File: src/rtl/ticket_arb_pkg.sv
// Shared definitions for the ticket round-robin arbiter: width helpers,
// the queue entry layout and the delivered-ticket counter width.
package ticket_arb_pkg;

  localparam int TICKET_CNT_WIDTH = 16;
  localparam int MAX_DATA_WIDTH   = 64;
  localparam int MAX_SRC_WIDTH    = 4;   // enough for the 16-source maximum

  function automatic int clog2(input int value);
    int r;
    r = 0;
    while ((1 << r) < value) r++;
    return r;
  endfunction

  function automatic int src_width(input int ports);
    return (clog2(ports) < 1) ? 1 : clog2(ports);
  endfunction

  // Entries are sized for the largest legal configuration; only the low
  // CTRL_DATA_WIDTH / SRC_WIDTH bits carry information.
  typedef struct packed {
    logic [MAX_DATA_WIDTH-1:0] data;
    logic [MAX_SRC_WIDTH-1:0]  src;
  } ticket_entry_t;

endpackage

File: src/rtl/ticket_rr_arbiter_if.sv
// Source-side and consumer-side channels of the ticket arbiter.
interface ticket_rr_arbiter_if
  import ticket_arb_pkg::*;
#(
  parameter int CTRL_DATA_WIDTH = 8,
  parameter int PORTS           = 4
);
  localparam int SRC_WIDTH = src_width(PORTS);

  logic [PORTS*CTRL_DATA_WIDTH-1:0] IN_DATA;
  logic [PORTS-1:0]                 IN_VLD;
  logic [PORTS-1:0]                 IN_RQ;
  logic [CTRL_DATA_WIDTH-1:0]       CTRL_DATA_OUT;
  logic                             CTRL_DATA_OUT_VLD;
  logic                             CTRL_DATA_OUT_RQ;
  logic [SRC_WIDTH-1:0]             CTRL_SRC_OUT;
  logic [TICKET_CNT_WIDTH-1:0]      TICKET_CNT;

  // master: sources plus consumer; slave: the arbiter itself
  modport master (
    output IN_DATA, IN_VLD, CTRL_DATA_OUT_RQ,
    input  IN_RQ, CTRL_DATA_OUT, CTRL_DATA_OUT_VLD, CTRL_SRC_OUT, TICKET_CNT
  );

  modport slave (
    input  IN_DATA, IN_VLD, CTRL_DATA_OUT_RQ,
    output IN_RQ, CTRL_DATA_OUT, CTRL_DATA_OUT_VLD, CTRL_SRC_OUT, TICKET_CNT
  );
endinterface

File: src/rtl/ticket_arb_fifo2.sv
// Two-entry ticket queue; the head is always entry 0 and reads as zero
// when the queue is empty.
module ticket_arb_fifo2
  import ticket_arb_pkg::*;
(
  input  logic          CLK,
  input  logic          RESET,
  input  logic          enq,
  input  ticket_entry_t enq_entry,
  input  logic          deq,
  output ticket_entry_t head,
  output logic [1:0]    cnt
);

  ticket_entry_t mem [2];

  // NOTE: sequential state uses non-blocking assignments so every register
  // samples pre-edge values regardless of statement order.
  always_ff @(posedge CLK) begin
    if (RESET) begin
      // NOTE: the queue storage is reset as well so the head reads zero
      // immediately after reset without relying on the cnt gating alone.
      mem[0] <= '0;
      mem[1] <= '0;
      cnt    <= 2'd0;
    end else begin
      unique case ({enq, deq})
        2'b10: begin
          if (cnt == 2'd0) mem[0] <= enq_entry;
          else             mem[1] <= enq_entry;
          cnt <= cnt + 2'd1;
        end
        2'b01: begin
          mem[0] <= mem[1];
          mem[1] <= '0;
          cnt    <= cnt - 2'd1;
        end
        // Only reachable at cnt=1: the new ticket becomes the head.
        2'b11: mem[0] <= enq_entry;
        default: ;
      endcase
    end
  end

  assign head = (cnt != 2'd0) ? mem[0] : '0;

endmodule

File: src/rtl/ticket_rr_arbiter.sv
// Round-robin grant of PORTS ticket sources into a 2-entry queue feeding
// the splitter control port, with a delivered-ticket counter.
module ticket_rr_arbiter
  import ticket_arb_pkg::*;
#(
  parameter int CTRL_DATA_WIDTH = 8,
  parameter int PORTS           = 4
) (
  input  logic                CLK,
  input  logic                RESET,
  ticket_rr_arbiter_if.slave  bus
);

  localparam int SRC_WIDTH = src_width(PORTS);

  logic [SRC_WIDTH-1:0]        ptr;
  logic [SRC_WIDTH-1:0]        gnt_idx;
  logic                        gnt;
  logic [PORTS-1:0]            rq;
  logic [1:0]                  cnt;
  logic                        deq;
  ticket_entry_t               enq_entry;
  ticket_entry_t               head;
  logic [TICKET_CNT_WIDTH-1:0] ticket_cnt;
  logic                        head_unused_bits;

  // NOTE: every output of this block gets a default first so no path
  // leaves a value held, which would otherwise infer a latch.
  always_comb begin
    int idx;
    gnt     = 1'b0;
    gnt_idx = '0;
    idx     = 0;
    if (!RESET && cnt != 2'd2) begin
      for (int k = 0; k < PORTS; k++) begin
        idx = (int'(ptr) + k) % PORTS;
        if (!gnt && bus.IN_VLD[idx]) begin
          gnt     = 1'b1;
          gnt_idx = SRC_WIDTH'(idx);
        end
      end
    end
  end

  always_comb begin
    rq = '0;
    if (gnt) rq[gnt_idx] = 1'b1;
  end

  always_comb begin
    enq_entry = '0;
    enq_entry.data[CTRL_DATA_WIDTH-1:0] = bus.IN_DATA[gnt_idx*CTRL_DATA_WIDTH +: CTRL_DATA_WIDTH];
    enq_entry.src[SRC_WIDTH-1:0]        = gnt_idx;
  end

  assign deq = (cnt != 2'd0) && bus.CTRL_DATA_OUT_RQ;

  ticket_arb_fifo2 u_fifo (
    .CLK       (CLK),
    .RESET     (RESET),
    .enq       (gnt),
    .enq_entry (enq_entry),
    .deq       (deq),
    .head      (head),
    .cnt       (cnt)
  );

  always_ff @(posedge CLK) begin
    if (RESET) begin
      ptr        <= '0;
      ticket_cnt <= '0;
    end else begin
      if (gnt) begin
        ptr <= (gnt_idx == SRC_WIDTH'(PORTS - 1)) ? '0 : gnt_idx + SRC_WIDTH'(1);
      end
      if (deq) ticket_cnt <= ticket_cnt + TICKET_CNT_WIDTH'(1);
    end
  end

  assign bus.IN_RQ             = rq;
  assign bus.CTRL_DATA_OUT_VLD = (cnt != 2'd0);
  assign bus.CTRL_DATA_OUT     = head.data[CTRL_DATA_WIDTH-1:0];
  assign bus.CTRL_SRC_OUT      = head.src[SRC_WIDTH-1:0];
  assign bus.TICKET_CNT        = ticket_cnt;

  // Upper entry bits exist only for the widest configuration.
  assign head_unused_bits = ^head;

endmodule

File: src/flat_wrapper.sv
// flat-port wrapper written by rule: the top's interface ports become plain ports
module ticket_rr_arbiter_flat import ticket_arb_pkg::*;
#(
  parameter int CTRL_DATA_WIDTH = 8,
  parameter int PORTS           = 4
)
  (CLK, RESET, bus_IN_DATA, bus_IN_VLD, bus_CTRL_DATA_OUT_RQ, bus_IN_RQ, bus_CTRL_DATA_OUT, bus_CTRL_DATA_OUT_VLD, bus_CTRL_SRC_OUT, bus_TICKET_CNT);
  ticket_rr_arbiter_if #(.CTRL_DATA_WIDTH(CTRL_DATA_WIDTH), .PORTS(PORTS)) bus_i ();
  input  logic CLK;
  input  logic RESET;
  input wire logic [$bits(bus_i.IN_DATA)-1:0] bus_IN_DATA;
  input wire logic [$bits(bus_i.IN_VLD)-1:0] bus_IN_VLD;
  input wire logic [$bits(bus_i.CTRL_DATA_OUT_RQ)-1:0] bus_CTRL_DATA_OUT_RQ;
  output wire logic [$bits(bus_i.IN_RQ)-1:0] bus_IN_RQ;
  output wire logic [$bits(bus_i.CTRL_DATA_OUT)-1:0] bus_CTRL_DATA_OUT;
  output wire logic [$bits(bus_i.CTRL_DATA_OUT_VLD)-1:0] bus_CTRL_DATA_OUT_VLD;
  output wire logic [$bits(bus_i.CTRL_SRC_OUT)-1:0] bus_CTRL_SRC_OUT;
  output wire logic [$bits(bus_i.TICKET_CNT)-1:0] bus_TICKET_CNT;
  assign bus_i.IN_DATA = bus_IN_DATA;
  assign bus_i.IN_VLD = bus_IN_VLD;
  assign bus_i.CTRL_DATA_OUT_RQ = bus_CTRL_DATA_OUT_RQ;
  assign bus_IN_RQ = bus_i.IN_RQ;
  assign bus_CTRL_DATA_OUT = bus_i.CTRL_DATA_OUT;
  assign bus_CTRL_DATA_OUT_VLD = bus_i.CTRL_DATA_OUT_VLD;
  assign bus_CTRL_SRC_OUT = bus_i.CTRL_SRC_OUT;
  assign bus_TICKET_CNT = bus_i.TICKET_CNT;
  ticket_rr_arbiter #(.CTRL_DATA_WIDTH(CTRL_DATA_WIDTH), .PORTS(PORTS)) u_core (.CLK(CLK), .RESET(RESET), .bus(bus_i));
endmodule
File: config.mk
export PLATFORM = sky130hd
export DESIGN_NAME = ticket_rr_arbiter_flat
export DESIGN_NICKNAME = d
export VERILOG_FILES = /design/src/rtl/ticket_arb_pkg.sv /design/src/rtl/ticket_rr_arbiter_if.sv /design/src/rtl/ticket_arb_fifo2.sv /design/src/rtl/ticket_rr_arbiter.sv /design/src/flat_wrapper.sv
export SDC_FILE = /design/constraint.sdc
export NUM_CORES = 1
export LEC_CHECK = 0
export ABC_AREA = 1
export CAP_MARGIN = 30
export CORE_MARGIN = 4
export CORE_UTILIZATION = 30
export DETAILED_ROUTE_END_ITERATION = 8
export PLACE_DENSITY = 0.58
export SKIP_CTS_REPAIR_TIMING = 1
export SLEW_MARGIN = 40
export SYNTH_ARGS = -nofsm -noshare
export SYNTH_HDL_FRONTEND = slang
export SYNTH_SLANG_ARGS = --single-unit
File: constraint.sdc
create_clock -name CLK -period 3 [get_ports CLK]
set_input_delay 0.3 -clock CLK [delete_from_list [all_inputs] [get_ports CLK]]
set_output_delay 0.3 -clock CLK [all_outputs]
set_load 0.05 [all_outputs]
Word level (Yosys, flattened, before mapping)

Memories as Yosys holds them, arrays and structs flattened.
Cells that the tools add are included.

Bits in registers: 20
Memories kept: 1
Output and inout port bits: 31
Bits in writable memories: 136

Equal/unequal tests: 5
Add/sub/neg operators: 7
$lt $le $gt $ge: 6
Bitwise logic cells: 8
Mux-type cells: 51
Shift-type cells: 1
Reduce and logical (&&, ||, !) cells: 16

Memory list:

| memory            | words | bits a word | rd ports | clocked after memory_dff | write ports | RTL line               | text |
|---|---|---|---|---|---|---|---|
| u_core.u_fifo.mem | 2     | 68          | 2        | 0                        | 2           | ticket_arb_fifo2.sv:15 | `ticket_entry_t mem [2];` |

Operators by type and width:

| cell                                                        | number |
|---|---|
| two-way mux 68 bit                                          | 5 |
| two-way mux 1 bit                                           | 32 |
| indexed part select 32 x 6 -> 8 bit                         | 1 |
| adder 16 x 1 -> 16 bit (second input constant)              | 1 |
| less-than comparator 3 x 4 -> 1 bit (second input constant) | 3 |
| two-way mux 12 bit                                          | 1 |
| two-way mux 2 bit                                           | 6 |
| binary-select mux 1 bit (select 2 bit)                      | 4 |
| adder 2 x 1 -> 2 bit (second input constant)                | 3 |
| equality test 2 bit (second input constant)                 | 3 |
| logical AND 1 bit                                           | 6 |
| less-than comparator 2 x 3 -> 1 bit (second input constant) | 2 |
| OR reduction 2 bit                                          | 3 |
| OR 1 bit                                                    | 5 |
| adder 2 bit (second input constant)                         | 2 |
| zero test 1 bit                                             | 4 |
| two-way mux 4 bit                                           | 1 |
| case mux 2 bit (2 select lines)                             | 1 |
| nonzero test 2 bit                                          | 2 |
| AND 1 bit (first input constant)                            | 3 |
| demux 1 bit (select 2 bit)                                  | 1 |
| equality test 2 x 1 -> 1 bit (second input constant)        | 1 |
| >= comparator 2 x 1 -> 1 bit (second input constant)        | 1 |
| zero test 2 bit                                             | 1 |
| other kinds (2)                                             | 2 |

Logic depth before layout (Yosys ltp)

Gate-level depths: netlist of the first run.

Word-level depth: 24
Mapped depth: 16
Depth with buffers taken out: 15

Cells and area by module

A second synthesis of the first run with hierarchy kept.

Cells, all modules: 953
Area, all modules: 7,910.1 um^2

Modules (own cells, without submodules):

| module            | area each (um^2) | cells an instance | instances |
|---|---|---|---|
| ticket_arb_fifo2  | 6,327.3          | 679               | 1 |
| ticket_rr_arbiter | 1,582.8          | 274               | 1 |

Worst setup path after synthesis of the first run

No wires, ideal clock.

Kind: register -> register
Start point: reg u_core.ptr[0]
End point: mem u_core.u_fifo.mem[1][0] in the netlist's numbering (enable)
Data required time: 2,609 ps
Stages on the path, launching flop included: 14
Arrival: 2,185 ps
Path slack: 425 ps
Cell sequence: dfxtp_1 -> buf_6 -> nand2_1 -> nand2_2 -> nand2_1 -> inv_1 -> nor2_1 -> nand3_2 -> nand2_4 -> inv_6 -> buf_6 -> ha_1 -> inv_1 -> o21ai_0

RTL lines:

| item                   | RTL line                | text |
|---|---|---|
| from (decl)            | ticket_rr_arbiter.sv:16 | `logic [SRC_WIDTH-1:0] ptr;` |
| from (signal assigned) | ticket_rr_arbiter.sv:74 | `ptr <= (gnt_idx == SRC_WIDTH'(PORTS - 1)) ? '0 : gnt_idx + SRC_WIDTH'(1);` |
| to (decl)              | ticket_arb_fifo2.sv:15  |  |

Worst setup path after layout of the first run

Start point: reg u_core.ptr[0]
End point: out bus_IN_RQ[1]

Word-level cells in the longest chain between the ends: 21
Elaborated cells between the ends (all ways): 39
Those cells by class: add/sub (3); order compare (2); mux (27); reduce/logical (7)

Ends and longest elaborated chain:

| item                                                                          | RTL line                | text |
|---|---|---|
| parallel branches: the longest is 20 deep, another holds adder 2 x 1 -> 2 bit | n/a                     |  |
| two-way mux 4 bit *                                                           | ticket_rr_arbiter.sv:47 | `if (gnt) rq[gnt_idx] = 1'b1;` |
| to (decl)                                                                     | flat_wrapper.sv:14      | `output wire logic [$bits(bus_i.IN_RQ)-1:0] bus_IN_RQ;` |

Every way passes the cells marked *. The select of a mux whose other input is x is not followed.

==> impl_metrics.py, run 1 <==
metrics = {
    "route": {
        "routedWlPerCell_um": 11.4,
        "wirelength_um": 6540,
        "vias": 2540,
        "ant_nets": 0,
        "dr.pass1.iters": 4,
        "vias_per_cell": 4.43,
        "drtIter0Drc": 102,
        "drc_errors": 0,
    },
    "floorplanning": {
        "die_h_um": 105,
        "die_area_um2": 10900,
        "io-pin-count": 70,
        "die_w_um": 105,
        "start_util": 0.315,
        "rows": 34,
        "coreArea_um2": 8890,
    },
    "placement": {
        "dp_hpwl_um": 5280,
        "port_buffers": 69,
        "gp_congestion": 0.825,
        "dp.cells": 566,
        "dp_slack_ns": 0.289,
    },
    "cells_and_area": {
        "instances_no_fill": 574,
        "final_cell_mix": "nand2_1, inv_1, clkdlybuf4s50_1, nor2_1, nand3_2",
        "n_antenna_cell": 0,
        "fin_util": 0.420,
        "drive_above_1_share": 0.146,
        "final_common_cell": "nand2_1",
        "nNetsFinal": 512,
        "area_growth_syn_to_layout_pct": 33.5,
    },
    "synth": {
        "synth_area_um2": 2800,
        "synth_warnings": 0,
        "ys_seq_area_frac": 0.358,
        "synth_seq_cells": 40,
        "ys_top_cells_by_area": "edfxtp_1, dfxtp_1, nand2_1, inv_1, nand3_2",
        "synth_nets": 437,
        "synth_top_area_share": 0.215,
        "synth_top_area_cell": "edfxtp_1",
        "synthDistinctLibCells": 28,
        "netlist_instances": 390,
        "syn_avg_cell_area_um2": 7.17,
    },
    "clock_network": {
        "root_buffer": "clkbuf_8",
        "cts-htree-levels": 2,
        "cts_tree": "done",
        "worstSkewPairLatency_ns": 0.28,
        "clk_pin_slew_ns": 0.08,
        "cts-buffers-inserted": 5,
        "max-clock-path-buffers": 2,
        "cts_sinks": 40,
    },
    "global_routing": {
        "grt_max_degree": 21,
        "antenna_found_initial": 0,
        "grt_pass1_wl_um": 11000,
        "gr-total-overflow": 0,
        "first_global_vias": 2349,
        "grt_usage": 0.121,
    },
    "sta": {
        "worst_pin_slew_ns": 0.499,
        "fin_crit_ns": 2.68,
        "setup_violations": 0,
        "final_max_slew_viol_count": 0,
        "clock_skew_ns": 0.00307,
        "max_freq_mhz": 374,
        "hold_violations": 0,
        "fin_ws_ns": 0.323,
        "setup-tns-final_ns": 0,
        "rsz0062_at_grt": "no",
        "period_share": 0.892,
        "hold_slack_ns": 0.468,
        "slew_headroom": 0.666,
    },
    "critical_path": {
        "path_max_fanout": 20,
        "arrival_ns": 2.38,
        "rr_worst_depth": 13,
        "crit_end": "bus_IN_RQ[1]",
        "worstPathRequired_ns": 2.70,
        "crit_type": "register to output port",
        "crit_path_start": "u_core.ptr[0]",
        "end_kind": "output port",
        "r2r-end": "u_core.u_fifo.mem[0][1]",
        "rrSetupSlack_ns": 0.51,
        "r2r_start": "u_core.ptr[0]",
        "cp-start-kind": "register",
    },
    "run_status": {
        "status": "completed",
    },
    "power_and_ir_drop": {
        "p_per_area_nw_per_um2": 895,
        "p_leak_nw": 1.69,
        "ir_worst_vdd_v": 0.000627,
    },
    "flow_run": {
        "drv_cap": 0,
    },
    "hold_path": {
        "hold_class": "register to register",
    },
}
metal layers:
metal | vias up | track usage | share of wire
met3 | 2 | 0.0203 | 0.040
met4 | 0 | 0.0253 | 0.0064
li1 | 1360 | - | -
met1 | 1131 | 0.157 | 0.45
met2 | 47 | 0.212 | 0.50
met5 | - | 0 | 0
cell type report:
cell class	count	area, um2
timing repair buffer	78	798
clock buffer	6	72.6
fill	905	5160
inverter	85	350
tap	108	135
sequential	40	1000
clock inverter	2	12.5
multi-input combinational	255	1360
how the worst min path moves through the flow:
| stage | startpoint | endpoint | slack [ns] | depth (start not counted) |
|---|---|---|---|---|
| after floorplan | u_core.u_fifo.cnt[1] | u_core.u_fifo.cnt[1] | 0.45 | 1 |
| after CTS | u_core.bus.TICKET_CNT[15] | u_core.bus.TICKET_CNT[15] | 0.47 | 2 |
| after detailed placement | u_core.bus.TICKET_CNT[15] | u_core.bus.TICKET_CNT[15] | 0.46 | 2 |
| after global placement | u_core.bus.TICKET_CNT[15] | u_core.bus.TICKET_CNT[15] | 0.45 | 2 |
| after global routing | u_core.bus.TICKET_CNT[15] | u_core.bus.TICKET_CNT[15] | 0.50 | 2 |
| final | u_core.bus.TICKET_CNT[15] | u_core.bus.TICKET_CNT[15] | 0.47 | 2 |
through the flow:
stage | instance area [um2] | power [mW]
after floorplan | 2800 | 2.48
after global placement | 3650 | 3.01
after detailed placement | 3650 | 3.02
after CTS | 3730 | 3.37
after global routing | 3730 | 3.63
final | 3730 | 3.34
cells by family (layout without fill, tap and decap cells):
group                    Yosys count  count (layout)  synth area share
AND/OR/NAND/NOR                  206             206             0.375
AO/OA/AOI/OAI                     40              40            0.0738
adder cells (fa/ha/maj)            8               8            0.0358
flip-flops                        40              40             0.358
XOR/XNOR                           1               1           0.00313
buffers and inverters             95             171             0.155
power by group:
part	switching, mW	internal, mW	total (mW)
logic	1.38	0.755	2.14
registers	0.0850	0.779	0.864
clock network	0.181	0.163	0.343
total	1.65	1.70	3.34
sequential cells by signal, indices dropped and copies added (netlist names):
name / count
u_core.u_fifo.mem: 20
u_core.bus.TICKET_CNT: 16
u_core.ptr: 2
u_core.u_fifo.cnt: 2
synthesized netlist by cell type, drive strengths merged:
master	n
dfxtp	20
nor3	5
clkbuf	4
clkinv	1
nor4	1
a21oi	23
ha	8
xor2	1
nand2	111
bufinv	1
o211ai	1
inv	83
nand4	4
o21ai	16
nand3	46
edfxtp	20
nor3b	1
nor2	38
buf	6
worst max-delay path, cell delays in order (launching register included):
cell and delay, ns:
dfxtp_2 0.45, inv_2 0.12, nand2_1 0.09, nand2_2 0.09, nor2_1 0.12, nor2_1 0.06, nand3_2 0.08, nand2_4 0.09
inv_6 0.20, nand2_4 0.09, inv_1 0.10, ha_1 0.15, inv_1 0.04, nor2_1 0.23, buf_12 0.18
Note: power is estimated with default switching activity, not from simulation.
==> inputs of run 2 (changes only) <==
Settings changed: SETUP_SLACK_MARGIN from default to 0.2, SLEW_MARGIN 40 to 30.
==> run 2 against run 1 <==
Worst setup slack gained 0.081 ns; combinational power is essentially flat; maximum frequency grew 3.1%; critical path depth shrank 1; sequential power is essentially flat; clock power is essentially flat; clock skew shrank 0.0013 ns; first-iteration DRC count grew 25%; sequential share of layout area is essentially flat.
==> impl_metrics.py, run 2 (same netlist as run 1, synthesis figures left out) <==
metrics = {
    "run_status": {
        "status": "completed",
    },
    "route": {
        "wirelength_um": 6540,
        "vias": 2552,
        "drtIter0Drc": 128,
        "drc_errors": 0,
        "vias_per_cell": 4.45,
        "ant_nets": 0,
        "dr.pass1.iters": 4,
        "routedWlPerCell_um": 11.4,
    },
    "critical_path": {
        "path_depth": 13,
        "crit_top_cell": "nand3_1",
        "crit_path_start": "u_core.ptr[0]",
        "crit_path_top_delay_cell": "dfxtp_4",
        "rrSetupSlack_ns": 0.58,
        "path_max_fanout": 10,
        "cp-start-kind": "register",
        "rr_worst_depth": 14,
        "arrival_ns": 2.30,
        "r2r-end": "u_core.u_fifo.mem[0][1]",
        "end_kind": "output port",
        "worstPathRequired_ns": 2.70,
        "crit_family": "simple AND/OR/NAND/NOR gates",
        "path_cells": "inv_2 -> nand2_1 -> nand3_1 -> nand2_2 -> nor2_4 -> nand3_1 -> nand3_1 -> nand2_2 -> bufinv_16 -> ha_1 -> inv_1 -> nor2_1 -> buf_12",
        "path_buf_inv": 4,
        "crit_type": "register to output port",
        "max_stage_delay_ns": 0.39,
        "r2r_start": "u_core.ptr[0]",
        "crit_end": "bus_IN_RQ[3]",
    },
    "sta": {
        "worst_pin_slew_ns": 0.499,
        "max_freq_mhz": 385,
        "clock_skew_ns": 0.00176,
        "final_max_slew_viol_count": 0,
        "slew_headroom": 0.666,
        "setup_violations": 0,
        "hold_violations": 0,
        "rsz0062_at_grt": "yes",
        "setup-tns-final_ns": 0,
        "period_share": 0.865,
        "fin_crit_ns": 2.60,
    },
    "cells_and_area": {
        "drive_above_1_share": 0.148,
        "final-seq-area_um2": 1000,
        "area_growth_syn_to_layout_pct": 33.8,
        "final_cell_mix": "nand2_1, inv_1, clkdlybuf4s50_1, nor2_1, nand3_2",
        "n_antenna_cell": 0,
        "design_area_um2": 3740,
        "regMostFlops": "u_core.u_fifo.mem",
        "multi_input_area_um2": 1370,
        "largest_register_ffs": 20,
        "final_common_cell": "nand2_1",
        "nNetsFinal": 512,
        "fill_cells": 906,
    },
    "floorplanning": {
        "start_util": 0.315,
        "coreArea_um2": 8890,
        "die_h_um": 105,
        "io-pin-count": 70,
        "rows": 34,
        "die_w_um": 105,
        "die_area_um2": 10900,
    },
    "placement": {
        "gp_congestion": 0.825,
        "placed_area_um2": 3650,
        "port_buffers": 69,
        "dp_hpwl_um": 5280,
    },
    "global_routing": {
        "grt_usage": 0.121,
        "first_global_vias": 2349,
        "gr-total-overflow": 0,
        "antenna_found_initial": 0,
        "grt_max_degree": 21,
        "grt_pass1_wl_um": 11000,
    },
    "flow_run": {
        "drv_cap": 0,
    },
    "power_and_ir_drop": {
        "p_leak_nw": 1.70,
        "ir_worst_vdd_v": 0.000630,
        "p_per_area_nw_per_um2": 895,
    },
    "clock_network": {
        "cts-buffers-inserted": 5,
        "clk_pin_slew_ns": 0.07,
        "max-clock-path-buffers": 2,
        "cts-htree-levels": 2,
        "root_buffer": "clkbuf_8",
        "cts_sinks": 40,
        "cts_tree": "done",
        "worstSkewPairLatency_ns": 0.28,
    },
    "hold_path": {
        "worstHoldPathCells": 2,
        "hold_class": "register to register",
    },
}
-- run 2: per-stage QoR --
step,std cells,worst slack [ns],utilization,power [mW],hold slack (ns)
final,574,0.404,0.421,3.35,0.468
after CTS,574,0.144,0.420,3.37,0.475
after detailed placement,566,0.289,0.410,3.02,0.465
after global placement,566,0.243,0.410,3.01,0.453
after floorplan,390,0.425,-,2.48,0.455
after global routing,574,0.160,0.421,3.64,0.504
-- run 2: cell type report --
class	count	area share
clock buffer	6	0.0194
clock inverter	2	0.00334
inverter	85	0.0943
multi-input combinational	255	0.365
sequential	40	0.268
tap	108	0.0361
timing repair buffer	78	0.213
-- run 2: worst min path at each step --
stage                                         start                        end  slack, ns
final                     u_core.bus.TICKET_CNT[15]  u_core.bus.TICKET_CNT[15]       0.47
after global routing      u_core.bus.TICKET_CNT[15]  u_core.bus.TICKET_CNT[15]       0.50
after CTS                 u_core.bus.TICKET_CNT[15]  u_core.bus.TICKET_CNT[15]       0.47
after detailed placement  u_core.bus.TICKET_CNT[15]  u_core.bus.TICKET_CNT[15]       0.46
after global placement    u_core.bus.TICKET_CNT[15]  u_core.bus.TICKET_CNT[15]       0.45
after floorplan                u_core.u_fifo.cnt[1]       u_core.u_fifo.cnt[1]       0.45
-- run 2: per-layer routing --
metal  track usage  wire (um)
met5             0          0
met3        0.0203        235
met1         0.157       2970
met2         0.212       3290
met4        0.0253         42
-- run 2: power by group --
part / switching [mW] / internal, mW / leakage, nW
combinational: 1.38 / 0.758 / 1.28
sequential: 0.0849 / 0.782 / 0.377
clock: 0.180 / 0.162 / 0.0412
total: 1.65 / 1.70 / 1.70
-- run 2: worst register-to-register path, cell delays in order, from the launching register on --
cell and delay [ns]:
dfxtp_4 0.39, inv_2 0.14, nand2_1 0.08, nand2_2 0.12, nand2_1 0.07, inv_1 0.07
nor2_1 0.05, nand3_2 0.09, nand2_4 0.10, inv_8 0.18, ha_1 0.17, inv_1 0.07
o21ai_2 0.34, inv_1 0.13, o21ai_0 0.26
==> inputs of run 3 (changes only) <==
Settings changed: CORE_ASPECT_RATIO from default to 0.7, CTS_CLUSTER_DIAMETER from default to 60, HOLD_SLACK_MARGIN from default to 0.06.
==> run 3 against run 2 <==
Via count is 0.24% lower; final cell count is 3.0% higher; hold slack worse by 0.00076 ns; utilization is 0.38 points higher; sequential power is 0.6% higher; clock skew is 0.0032 ns higher; clock power is 77% higher; count of clock-buffer cells in the layout is 1 lower; flip-flop and latch count stayed put; routed wire length is 1.8% higher.
==> impl_metrics.py, run 3 (same netlist as run 1, synthesis figures left out) <==
metrics = {
    "sta": {
        "max_freq_mhz": 382,
        "rsz0062_at_grt": "yes",
        "hold_violations": 0,
        "final_max_slew_viol_count": 0,
        "setup_violations": 0,
        "period_share": 0.872,
        "fin_crit_ns": 2.62,
        "worst_pin_slew_ns": 0.517,
        "fin_ws_ns": 0.384,
        "slew_headroom": 0.654,
        "clock_skew_ns": 0.00497,
        "setup-tns-final_ns": 0,
    },
    "floorplanning": {
        "rows": 29,
        "die_area_um2": 11000,
        "die_h_um": 88.8,
        "start_util": 0.308,
        "coreArea_um2": 9070,
        "die_w_um": 123,
        "io-pin-count": 70,
    },
    "global_routing": {
        "grt_util_met3": 0.0371,
        "grt_usage": 0.125,
        "busiest_layer": "met2",
        "gr-total-overflow": 0,
        "first_global_vias": 2390,
        "grt_max_degree": 21,
        "grtUsageMet2": 0.201,
        "grt_pass1_wl_um": 11100,
        "use_met1": 0.174,
        "antenna_found_initial": 0,
    },
    "cells_and_area": {
        "regMostFlops": "u_core.u_fifo.mem",
        "fin_util": 0.425,
        "area_growth_syn_to_layout_pct": 37.7,
        "n_antenna_cell": 0,
        "nNetsFinal": 513,
        "instances_no_fill": 591,
        "final_common_cell": "nand2_1",
        "final_cell_mix": "nand2_1, inv_1, clkdlybuf4s50_1, nor2_1, nand3_2",
        "drive_above_1_share": 0.152,
        "largest_register_ffs": 20,
        "design_area_um2": 3850,
    },
    "placement": {
        "dp.cells": 583,
        "port_buffers": 69,
        "gp_congestion": 0.792,
        "dp_slack_ns": 0.375,
        "placed_area_um2": 3680,
        "dp_hpwl_um": 5190,
    },
    "route": {
        "drc_errors": 0,
        "vias_per_cell": 4.31,
        "vias": 2546,
        "wirelength_um": 6650,
        "ant_nets": 0,
        "dr.pass1.iters": 4,
        "routedWlPerCell_um": 11.3,
        "drtIter0Drc": 153,
    },
    "run_status": {
        "status": "completed",
    },
    "critical_path": {
        "arrival_ns": 2.32,
        "crit_path_start": "u_core.ptr[0]",
        "cp-start-kind": "register",
        "crit_type": "register to output port",
        "end_kind": "output port",
        "max_stage_delay_ns": 0.39,
        "r2r_start": "u_core.ptr[0]",
        "crit_path_top_delay_cell": "dfxtp_4",
        "worstPathRequired_ns": 2.70,
        "path_cells": "inv_2 -> nand2_1 -> nand2_2 -> nand2_1 -> inv_1 -> nor2_1 -> nand3_2 -> nand2_4 -> inv_8 -> nand2_4 -> inv_1 -> ha_1 -> inv_1 -> nor2_1 -> buf_12",
        "path_max_fanout": 20,
        "crit_top_cell": "inv_1",
    },
    "clock_network": {
        "max-clock-path-buffers": 2,
        "cts-htree-levels": 2,
        "cts_tree": "done",
        "cts_sinks": 40,
        "clk_pin_slew_ns": 0.06,
        "cts-buffers-inserted": 5,
        "root_buffer": "clkbuf_16",
        "worstSkewPairLatency_ns": 0.28,
    },
    "hold_path": {
        "hold_class": "register to register",
        "worstHoldStart": "u_core.bus.TICKET_CNT[15]",
    },
    "power_and_ir_drop": {
        "ir_worst_vdd_v": 0.000513,
        "p_leak_nw": 1.74,
        "p_per_area_nw_per_um2": 938,
    },
    "flow_run": {
        "drv_cap": 0,
    },
}
run 3: cell count changes in the layout (fill, tap and decap cells not counted), sizes merged:
cell,change
clkinvlp,+1
clkbuf,-1
clkinv,-1
buf,+1
bufinv,+1
run 3: critical path, delay by kind of cell, from the launching register on:
kind          cells  cell delay [ns]
simple gates      8             0.78
buf+inv           6             0.70
flops             1             0.39
fa+ha+maj         1             0.16
run 3: per-layer routing:
| metal | wire length [um] | vias to the layer above |
|---|---|---|
| li1 | - | 1363 |
| met1 | 3320 | 1123 |
| met2 | 2920 | 60 |
| met3 | 418 | 0 |
| met4 | 0 | 0 |
| met5 | 0 | - |
run 3: final cells by class:
type | instances | area [um2]
clock buffers | 5 | 125
clock inverters | 3 | 42.5
fillers | 943 | 5220
inverters | 85 | 353
multi-input cells | 255 | 1370
flip-flops and latches | 40 | 1000
well taps | 124 | 155
repair buffers | 79 | 806
run 3: final timing paths:
path	to	slack [ns]	cells past startpoint
worst max register to register	u_core.u_fifo.mem[0][0]	0.69	15
worst min register to register	u_core.bus.TICKET_CNT[15]	0.47	2
worst max-delay path	bus_IN_RQ[1]	0.38	15
worst min-delay path	u_core.bus.TICKET_CNT[15]	0.47	2
run 3: report_power, final:
part / total (mW) / leakage, nW / internal [mW] / switching (mW)
combinational: 2.14 / 1.28 / 0.764 / 1.37
sequential: 0.872 / 0.377 / 0.783 / 0.0881
clock: 0.604 / 0.0760 / 0.390 / 0.214
run 3: through the flow:
| step | total power [mW] | hold WS, ns |
|---|---|---|
| 3_5_place_dp | 3.03 | 0.460 |
| 4_1_cts | 3.65 | 0.472 |
| 2_1_floorplan | 2.48 | 0.455 |
| 6_report | 3.61 | 0.467 |
| 3_3_place_gp | 3.00 | 0.452 |
| 5_1_grt | 3.92 | 0.491 |
